===== config.mk =====
export PLATFORM = sky130hd
export DESIGN_NAME = lsq_dcache_arbiter
export DESIGN_NICKNAME = d
export VERILOG_FILES = /design/src/rtl/lsq_dcache_arbiter_pkg.sv /design/src/rtl/lsq_dcache_arbiter_rr_fixed_picker.sv /design/src/rtl/lsq_dcache_arbiter.sv
export SDC_FILE = /design/constraint.sdc
export NUM_CORES = 1
export LEC_CHECK = 0
export CORE_ASPECT_RATIO = 2
export CORE_MARGIN = 2
export CORE_UTILIZATION = 40
export CTS_BUF_LIST = sky130_fd_sc_hd__clkbuf_16
export CTS_CLUSTER_SIZE = 30
export DETAILED_ROUTE_END_ITERATION = 6
export DONT_BUFFER_PORTS = 1
export PLACE_DENSITY_LB_ADDON = 0.2
export SLEW_MARGIN = 15
export SYNTH_ARGS = -nofsm -noshare
export SYNTH_HDL_FRONTEND = slang
export SYNTH_SLANG_ARGS = --single-unit

===== constraint.sdc =====
create_clock -name clk -period 2.39 [get_ports clk]
set_input_delay 0.478 -clock clk [delete_from_list [all_inputs] [get_ports clk]]
set_output_delay 0.478 -clock clk [all_outputs]
set_load 0.02 [all_outputs]

===== src/rtl/lsq_dcache_arbiter_pkg.sv =====
// ============================================================================
// lsq_dcache_arbiter_pkg - shared D-cache port arbitration types and constants
// Revision: 1.0
// ============================================================================
`default_nettype none

package lsq_dcache_arbiter_pkg;

  localparam int NUM_DCACHE_REQ = 2;
  localparam int DCACHE_REQ_LQ  = 0;
  localparam int DCACHE_REQ_SQ  = 1;

  typedef enum logic [1:0] {
    ARB_IDLE  = 2'd0,
    ARB_BUSY  = 2'd1,
    ARB_DRAIN = 2'd2
  } arb_state_e;

  // Index width for an n-entry vector, never narrower than one bit.
  function automatic int idx_width(input int n);
    return (n > 1) ? $clog2(n) : 1;
  endfunction

endpackage

`default_nettype wire


===== src/rtl/lsq_dcache_arbiter_rr_fixed_picker.sv =====
// ============================================================================
// rr_fixed_picker - combinational one-hot winner select, fixed or round-robin
// Revision: 1.0
// ============================================================================
`default_nettype none

module rr_fixed_picker
  import lsq_dcache_arbiter_pkg::*;
#(
  parameter  int NUM_REQ = 2,
  localparam int IDX_W   = idx_width(NUM_REQ)
) (
  input  logic [NUM_REQ-1:0] i_valid,
  input  logic [IDX_W-1:0]   i_ptr,
  input  logic               i_rr_mode,
  input  logic [NUM_REQ-1:0] i_force,
  output logic [NUM_REQ-1:0] o_onehot,
  output logic [IDX_W-1:0]   o_idx,
  output logic               o_any
);

  logic [NUM_REQ-1:0] w_forced;
  logic [NUM_REQ-1:0] w_cand_set;
  logic               w_found;
  logic [IDX_W-1:0]   w_cand;

  assign w_forced = i_force & i_valid;
  assign o_any    = |i_valid;

  // Forced requesters shadow normal priority only in fixed mode.
  assign w_cand_set = (!i_rr_mode && (|w_forced)) ? w_forced : i_valid;

  always_comb begin
    o_onehot = '0;
    o_idx    = '0;
    w_found  = 1'b0;
    w_cand   = '0;
    for (int k = 0; k < NUM_REQ; k++) begin
      if (i_rr_mode) begin
        w_cand = IDX_W'((int'(i_ptr) + k) % NUM_REQ);
      end else begin
        w_cand = IDX_W'(k);
      end
      if (!w_found && w_cand_set[w_cand]) begin
        w_found          = 1'b1;
        o_idx            = w_cand;
        o_onehot[w_cand] = 1'b1;
      end
    end
  end

endmodule

`default_nettype wire


===== src/rtl/lsq_dcache_arbiter.sv =====
// ============================================================================
// lsq_dcache_arbiter - N-requester LSQ to D-cache port arbiter with drain
// Revision: 1.0
// ============================================================================
`default_nettype none

module lsq_dcache_arbiter
  import lsq_dcache_arbiter_pkg::*;
#(
  parameter  int NUM_REQ      = NUM_DCACHE_REQ,
  parameter  int PRIO_MODE    = 0,
  parameter  int STARVE_LIMIT = 8,
  parameter  int ADDR_W       = 32,
  parameter  int DATA_W       = 32,
  localparam int MASK_W       = DATA_W / 8,
  localparam int IDX_W        = idx_width(NUM_REQ),
  localparam int CNT_W        = $clog2(STARVE_LIMIT + 1)
) (
  input  logic                           clk,
  input  logic                           rst,
  input  logic                           i_flush,
  input  logic [NUM_REQ-1:0]             i_req_valid,
  input  logic [NUM_REQ-1:0][ADDR_W-1:0] i_req_addr,
  input  logic [NUM_REQ-1:0][MASK_W-1:0] i_req_rmask,
  input  logic [NUM_REQ-1:0][MASK_W-1:0] i_req_wmask,
  input  logic [NUM_REQ-1:0][DATA_W-1:0] i_req_wdata,
  output logic [NUM_REQ-1:0]             o_req_grant,
  output logic [NUM_REQ-1:0]             o_req_resp,
  output logic [DATA_W-1:0]              o_resp_rdata,
  output logic [ADDR_W-1:0]              o_dcache_addr,
  output logic [MASK_W-1:0]              o_dcache_rmask,
  output logic [MASK_W-1:0]              o_dcache_wmask,
  output logic [DATA_W-1:0]              o_dcache_wdata,
  input  logic [DATA_W-1:0]              i_dcache_rdata,
  input  logic                           i_dcache_resp,
  output logic                           o_busy,
  output logic [IDX_W-1:0]               o_owner
);

  arb_state_e                     r_state, w_next_state;
  logic [IDX_W-1:0]               r_owner, r_rr_ptr;
  logic [NUM_REQ-1:0][CNT_W-1:0]  r_starve;
  logic [ADDR_W-1:0]              r_addr;
  logic [MASK_W-1:0]              r_rmask, r_wmask;
  logic [DATA_W-1:0]              r_wdata;

  logic [NUM_REQ-1:0]             w_force, w_win_oh;
  logic [IDX_W-1:0]               w_win_idx;
  logic                           w_any, w_grant_fire;

  generate
    for (genvar gi = 0; gi < NUM_REQ; gi++) begin : g_force
      assign w_force[gi] = (PRIO_MODE == 0) && (r_starve[gi] >= CNT_W'(STARVE_LIMIT));
    end
  endgenerate

  rr_fixed_picker #(
    .NUM_REQ (NUM_REQ)
  ) u_picker (
    .i_valid   (i_req_valid),
    .i_ptr     (r_rr_ptr),
    .i_rr_mode (PRIO_MODE != 0),
    .i_force   (w_force),
    .o_onehot  (w_win_oh),
    .o_idx     (w_win_idx),
    .o_any     (w_any)
  );

  assign w_grant_fire = !rst && (r_state == ARB_IDLE) && !i_flush && w_any;

  always_ff @(posedge clk) begin
    if (rst) begin
      r_state <= ARB_IDLE;
    end else begin
      r_state <= w_next_state;
    end
  end

  always_comb begin
    w_next_state   = r_state;
    o_req_grant    = '0;
    o_req_resp     = '0;
    o_resp_rdata   = '0;
    o_dcache_addr  = '0;
    o_dcache_rmask = '0;
    o_dcache_wmask = '0;
    o_dcache_wdata = '0;
    o_busy         = 1'b0;
    o_owner        = '0;
    if (!rst) begin
      o_busy  = (r_state != ARB_IDLE);
      o_owner = r_owner;
      case (r_state)
        ARB_IDLE: begin
          if (w_grant_fire) begin
            o_req_grant    = w_win_oh;
            o_dcache_addr  = i_req_addr[w_win_idx];
            o_dcache_rmask = i_req_rmask[w_win_idx];
            o_dcache_wmask = i_req_wmask[w_win_idx];
            o_dcache_wdata = i_req_wdata[w_win_idx];
            w_next_state   = ARB_BUSY;
          end
        end
        ARB_BUSY: begin
          o_dcache_addr  = r_addr;
          o_dcache_rmask = r_rmask;
          o_dcache_wmask = r_wmask;
          o_dcache_wdata = r_wdata;
          if (i_dcache_resp) begin
            o_req_resp[r_owner] = 1'b1;
            o_resp_rdata        = i_dcache_rdata;
            w_next_state        = ARB_IDLE;
          end else if (i_flush) begin
            w_next_state = ARB_DRAIN;
          end
        end
        ARB_DRAIN: begin
          // Cache access completes but its response belongs to a flushed owner.
          o_dcache_addr  = r_addr;
          o_dcache_rmask = r_rmask;
          o_dcache_wmask = r_wmask;
          o_dcache_wdata = r_wdata;
          if (i_dcache_resp) begin
            w_next_state = ARB_IDLE;
          end
        end
        default: w_next_state = ARB_IDLE;
      endcase
    end
  end

  always_ff @(posedge clk) begin
    if (rst) begin
      r_owner  <= '0;
      r_rr_ptr <= '0;
      r_starve <= '0;
      r_addr   <= '0;
      r_rmask  <= '0;
      r_wmask  <= '0;
      r_wdata  <= '0;
    end else if (w_grant_fire) begin
      r_owner  <= w_win_idx;
      r_addr   <= i_req_addr[w_win_idx];
      r_rmask  <= i_req_rmask[w_win_idx];
      r_wmask  <= i_req_wmask[w_win_idx];
      r_wdata  <= i_req_wdata[w_win_idx];
      r_rr_ptr <= (w_win_idx == IDX_W'(NUM_REQ - 1)) ? '0 : w_win_idx + 1'b1;
      for (int i = 0; i < NUM_REQ; i++) begin
        if ((PRIO_MODE == 0) && i_req_valid[i] && !w_win_oh[i]) begin
          r_starve[i] <= (r_starve[i] >= CNT_W'(STARVE_LIMIT)) ? CNT_W'(STARVE_LIMIT)
                                                                : r_starve[i] + 1'b1;
        end else begin
          r_starve[i] <= '0;
        end
      end
    end
  end

endmodule

`default_nettype wire


# ---- Word level (Yosys, flattened, before mapping)
# Index checks and enable logic that the tools add are counted.
dict set report word_totals {
  register_bits 83
  in_bits 182
  output_inout_bits 110
  word_cells 86
}
dict set report classes {
  add_sub_neg 2
  magnitude_cmp 5
  eq_ne 5
  n_mux 47
  n_bitwise 1
  n_reduce_logical 18
}
# operator n
set op_table {}
lappend op_table {{32-bit two-way mux} 11}
lappend op_table {{32-bit one-hot mux with 2 select lines} 2}
lappend op_table {{4-bit two-way mux} 12}
lappend op_table {{2-bit two-way mux} 12}
lappend op_table {{4-bit one-hot mux with 2 select lines} 2}
lappend op_table {{4-bit by 1-bit adder with 4-bit output, second input constant} 2}
lappend op_table {{4-bit greater-or-equal comparator, second input constant} 2}
lappend op_table {{1-bit logical AND} 7}
lappend op_table {{1-bit two-way mux} 6}
lappend op_table {{2-bit one-hot mux with 3 select lines} 1}
lappend op_table {{2-bit OR reduction} 3}
lappend op_table {{1-bit zero test} 5}
lappend op_table {{1-bit by 2-bit less-than comparator with 1-bit output, second input constant} 2}
lappend op_table {{2-bit inequality test, second input constant} 2}
lappend op_table {{3-bit inequality test, second input constant} 1}
lappend op_table {{3-bit AND reduction} 1}
lappend op_table {{2-bit AND} 1}
lappend op_table {{2-bit by 1-bit == test with 1-bit output, second input constant} 1}
lappend op_table {{2-bit == test, second input constant} 1}
lappend op_table {{2-bit zero test} 1}
lappend op_table {{2-bit nonzero test} 1}
lappend op_table {{1-bit demux with 1-bit select} 1}
lappend op_table {{1-bit greater-or-equal comparator, second input constant} 1}

# ---- Longest topological paths before layout
dict set report depth {
  ltp_word 13
  ltp_mapped 9
  mapped_depth_nobuf 6
}

# ---- Cells and area by module
# Synthesis repeated with hierarchy kept, for this count alone.
dict set report unflattened {
  hier_cells 679
  area_unflattened_um2 4961.0
}
# mod instances cells_each area_per_inst_um2 seq_area_each_um2
set modules_own_cells {}
lappend modules_own_cells {lsq_dcache_arbiter 1 670 4904.7 1681.6}
lappend modules_own_cells {rr_fixed_picker 1 9 56.3 0.0}

# ---- Worst setup path after synthesis
# Ideal clock, no wire load.
dict set report synth_timing {
  path_type {reg-to-output}
  startpoint {register r_state[0]}
  endpoint {output o_dcache_addr[31]}
  t_arrival_ns 2.087
  t_required_ns 1.912
  slack_ns -0.175
  stages_incl_launch_ff 8
  n_path_buf 2
  cell_sequence {dfxtp_1 > inv_1 > ha_1 > or3b_1 > buf_2 > or3_1 > buf_6 > o21ai_0}
}
dict set report synth_between {
  elab_chain_cells 7
  elab_cells_between_ends 10
  cone_classes {eq/ne (2); mux (3); reduce/logical (5)}
}
# item line_no
set synth_lines {}
lappend synth_lines {{start: declaration} lsq_dcache_arbiter.sv:40} ;# arb_state_e r_state, w_next_state;
lappend synth_lines {{start signal: assignment} lsq_dcache_arbiter.sv:75} ;# r_state <= w_next_state;
lappend synth_lines {{2-bit zero test} {lsq_dcache_arbiter.sv:69, lsq_dcache_arbiter.sv:93}}
lappend synth_lines {{1-bit logical AND (3 in a row)} lsq_dcache_arbiter.sv:69} ;# assign w_grant_fire = !rst && (r_state == ARB_IDLE) && !i_flush && w_any;
lappend synth_lines {{32-bit two-way mux} lsq_dcache_arbiter.sv:95} ;# if (w_grant_fire) begin
lappend synth_lines {{32-bit one-hot mux with 2 select lines *} lsq_dcache_arbiter.sv:93} ;# case (r_state)
lappend synth_lines {{32-bit two-way mux *} lsq_dcache_arbiter.sv:90} ;# if (!rst) begin
lappend synth_lines {{end: declaration} lsq_dcache_arbiter.sv:30} ;# output logic [ADDR_W-1:0] o_dcache_addr,
# Mark *: on every way between the ends. The rest lies on a longest branch, timed or not.

# ---- Final worst setup path
dict set report layout_timing {
  startpoint {register r_state[0]}
  endpoint {output o_dcache_wdata[5]}
}
dict set report layout_between {
  elab_chain_cells 7
  elab_cells_between_ends 10
  cone_classes {eq/ne (2); mux (3); reduce/logical (5)}
}
# item line_no
set layout_lines {}
lappend layout_lines {{2-bit zero test} {lsq_dcache_arbiter.sv:69, lsq_dcache_arbiter.sv:93}}
lappend layout_lines {{1-bit logical AND (3 in a row)} lsq_dcache_arbiter.sv:69}
lappend layout_lines {{32-bit two-way mux} lsq_dcache_arbiter.sv:95}
lappend layout_lines {{32-bit one-hot mux with 2 select lines *} lsq_dcache_arbiter.sv:93}
lappend layout_lines {{32-bit two-way mux *} lsq_dcache_arbiter.sv:90}
lappend layout_lines {{end: declaration} lsq_dcache_arbiter.sv:33} ;# output logic [DATA_W-1:0] o_dcache_wdata,
# Marked as above.

==> results.md <==
- Vias in the first global route: between 4000 and 5000
- WHS Path Cells: 1
- CTS tree: built
- Most frequent cells in the layout: dfxtp_1 (81), nor2_1 (80), nand2_1 (78)
- PnR worst setup slack: -0.319 ns
- Unique cell type count in the Yosys netlist: 33
- FP Rows: 56
- DR pass1 iterations: 4
- Vias: about 4200
- Static leakage: 2.10 nW
- Drt first-iter violations: roughly 200
- CTS buffer count: 9
- Global-route wire length before repair: 20000 µm
- Fmax: 369 MHz
- Post-synth EDFFs: 0
- Mapped Cells: approximately 600
- Clock latency at the later pin of the worst-skew pair: 0.34 ns
- Slew @ Worst Pin: 0.682 ns
- I/O pin cnt: 292
- Root Buffer Master: clkbuf_16
- Failing checks: setup timing
- Worst hold path type: input pin to flip-flop
- Endpoint class of the critical path: output port
- # clock sinks: 83
- Power per cell area: between 800 and 900 nW/µm²
- Most common cell after layout, fill and taps aside: dfxtp_1
- Worst r2r path cells: 9
- WL final: around 13000 µm
- Max-slew violations: 0
- Crit path required time: between 1.5 and 2 ns
- Total Routing Usage GR: around a fifth
- GRT overflow: 0
- Antenna violations before repair: 0
- Register area share after synthesis: approximately a third
- Maximum vdd drop: about 490 µV
- DIE HEIGHT: between 150 and 200 µm
- Vias/cell: roughly 5.7
- Hold violation total from the final report: 0
- N_diodes: 0
- Setup-failing EPs final: 72
- Fin Clk Skew: 0.00522 ns
- DR WL/cell: around 18 µm
- Share of flip-flops with an asynchronous set or reset: 0%
- Area Overhead vs Synth: 24.4%
- Shortest period the worst path allows: between 2 and 3 ns
- DP Wirelength: 9340 µm
- Run status: complete, but fails checks
- Drt drc: 0
- Die ar.: 13000 µm²
- Syn_nets: 795
- Average size of a mapped cell: 7.99 µm²
- Prevailing post-synth register cell: dfxtp_1
- Min Hold Slack: 0.212 ns
- NumNets Final: ~780
- Max Cap Violations: 0
- Initial core utilization: 41.0%
- Worst-path clk slew: about 0.06 ns
- Slew HR: a little over half
- Die Wd: roughly 80 µm
- Largest net degree at the start of global routing: 92
- PortBufs: 0
- RSZ-0062 raised after global routing: true
- Final worst-path cycle share: 113%
- WS Path Type: flip-flop to output port
- Placer Congestion: slightly below 0.8
- Critical Path AT: between 2 and 2.5 ns
- Antenna Nets Post-Route: 0
- Ys Warns: 0
- Final design utilization: 51.0%
- Critical path fanouts, max: 40
- Synth Register Bits: 83
- CTS HTree Levels: 3
- Syn Std Cell Area: 4830 µm²
- Layout cells sized above 1: approximately 22%
- Critical Path Source Type: flip-flop
- Hold-fix buffers, CTS: 0
- Max clock buf depth: 2
- Core Area: 11800 µm²
cell usage after synthesis, types with 2 or more instances:
| library cell | number | share of area, % |
|---|---|---|
| a211oi_1 | 74 | 12 |
| mux2i_1 | 73 | 15 |
| ha_1 | 9 | 2.3 |
| and2_1 | 34 | 4.4 |
| nand3_1 | 4 | 0.41 |
| o21ai_1 | 69 | 7.2 |
| a21oi_1 | 7 | 0.73 |
| nor3_1 | 3 | 0.31 |
| nor3b_1 | 3 | 0.47 |
| buf_2 | 21 | 2.2 |
| nor2_1 | 81 | 6.3 |
| inv_1 | 8 | 0.62 |
| buf_6 | 9 | 2.1 |
| a41o_1 | 2 | 0.41 |
| nand4b_1 | 2 | 0.36 |
| nor2b_1 | 2 | 0.26 |
| buf_4 | 4 | 0.62 |
| nand2_1 | 78 | 6.1 |
| clkbuf_1 | 20 | 1.6 |
| o21ai_2 | 2 | 0.36 |
| dfxtp_1 | 83 | 34 |
| o21ai_0 | 5 | 0.52 |
logic make-up (layout without fill, tap and decap cells):
logic type,Yosys count,in the layout,synth area share [%]
muxes,73,73,15.1
adders and majority gates,9,9,2.33
DFF,83,83,34.4
AOI/OAI and AO/OA,164,164,21.5
buffers and inverters,62,51,7.07
and+or+nand+nor,213,213,19.5
timing repair:
item,4_1_cts,5_1_grt
buffers inserted,4,2
setup endpoints to repair,72,73
gates resized for setup,23,13
pin swaps,18,3
gates cloned,2,1
layer usage:
layer  up-vias  GRT usage (%)  routed length [µm]
met5         -              0                   0
met4         0           6.29                 174
met3        13           4.54                 916
met2       162           34.2                7020
met1      1970           22.1                5120
li1       2087              -                   -
final cells by class:
type                            count  area, µm²
Clock buffer                        9        225
Clock inverter                      7        110
Fill cell                        1155       5770
Inverter                            8       30.0
Multi-Input combinational cell    459       3410
Sequential cell                    83       1660
Tap cell                          145        181
Timing Repair Buffer               27        388
registers in the layout, indices dropped and copies added (netlist names):
name	flops
r_wdata	32
r_addr	32
r_rmask	4
r_wmask	4
r_owner	1
r_starve	8
r_state	2
worst max-delay path: stages (launching register included):
cell and delay [ns]:
dfxtp_2 0.32, inv_2 0.07, ha_4 0.13, or3b_4 0.37
or3_4 0.44, buf_12 0.22, o21ai_2 0.31
metrics by stage:
stage | instance area (µm²) | setup WS, ns | total power [mW] | instances | TNS, ns
finish | 6000 | -0.319 | 4.89 | 738 | -19.60
global route | 6000 | -0.396 | 5.16 | 738 | -25.27
detailed placement | 5330 | 0.0101 | 3.21 | 713 | 0
global placement | 5330 | 0.0306 | 3.17 | 713 | 0
CTS | 5910 | -0.329 | 4.91 | 735 | -19.68
floorplan | 5210 | -0.0631 | 2.95 | 604 | -3.68
worst paths after layout:
| path | start | end | slack, ns |
|---|---|---|---|
| setup / recovery | r_state[0] | o_dcache_wdata[5] | -0.32 |
| hold / removal | rst | r_addr[11] | 0.21 |
| setup reg to reg | r_state[0] | r_wdata[12] | 0.30 |
| hold reg to reg | r_starve[6] | r_starve[6] | 0.49 |
where the power goes:
part | leakage, nW | total, mW | internal [mW] | switching [mW]
sequential | 0.680 | 1.65 | 1.56 | 0.0878
combinational | 1.25 | 1.69 | 0.612 | 1.07
clock | 0.173 | 1.55 | 1.01 | 0.541
(Power assumes the default switching activity.)
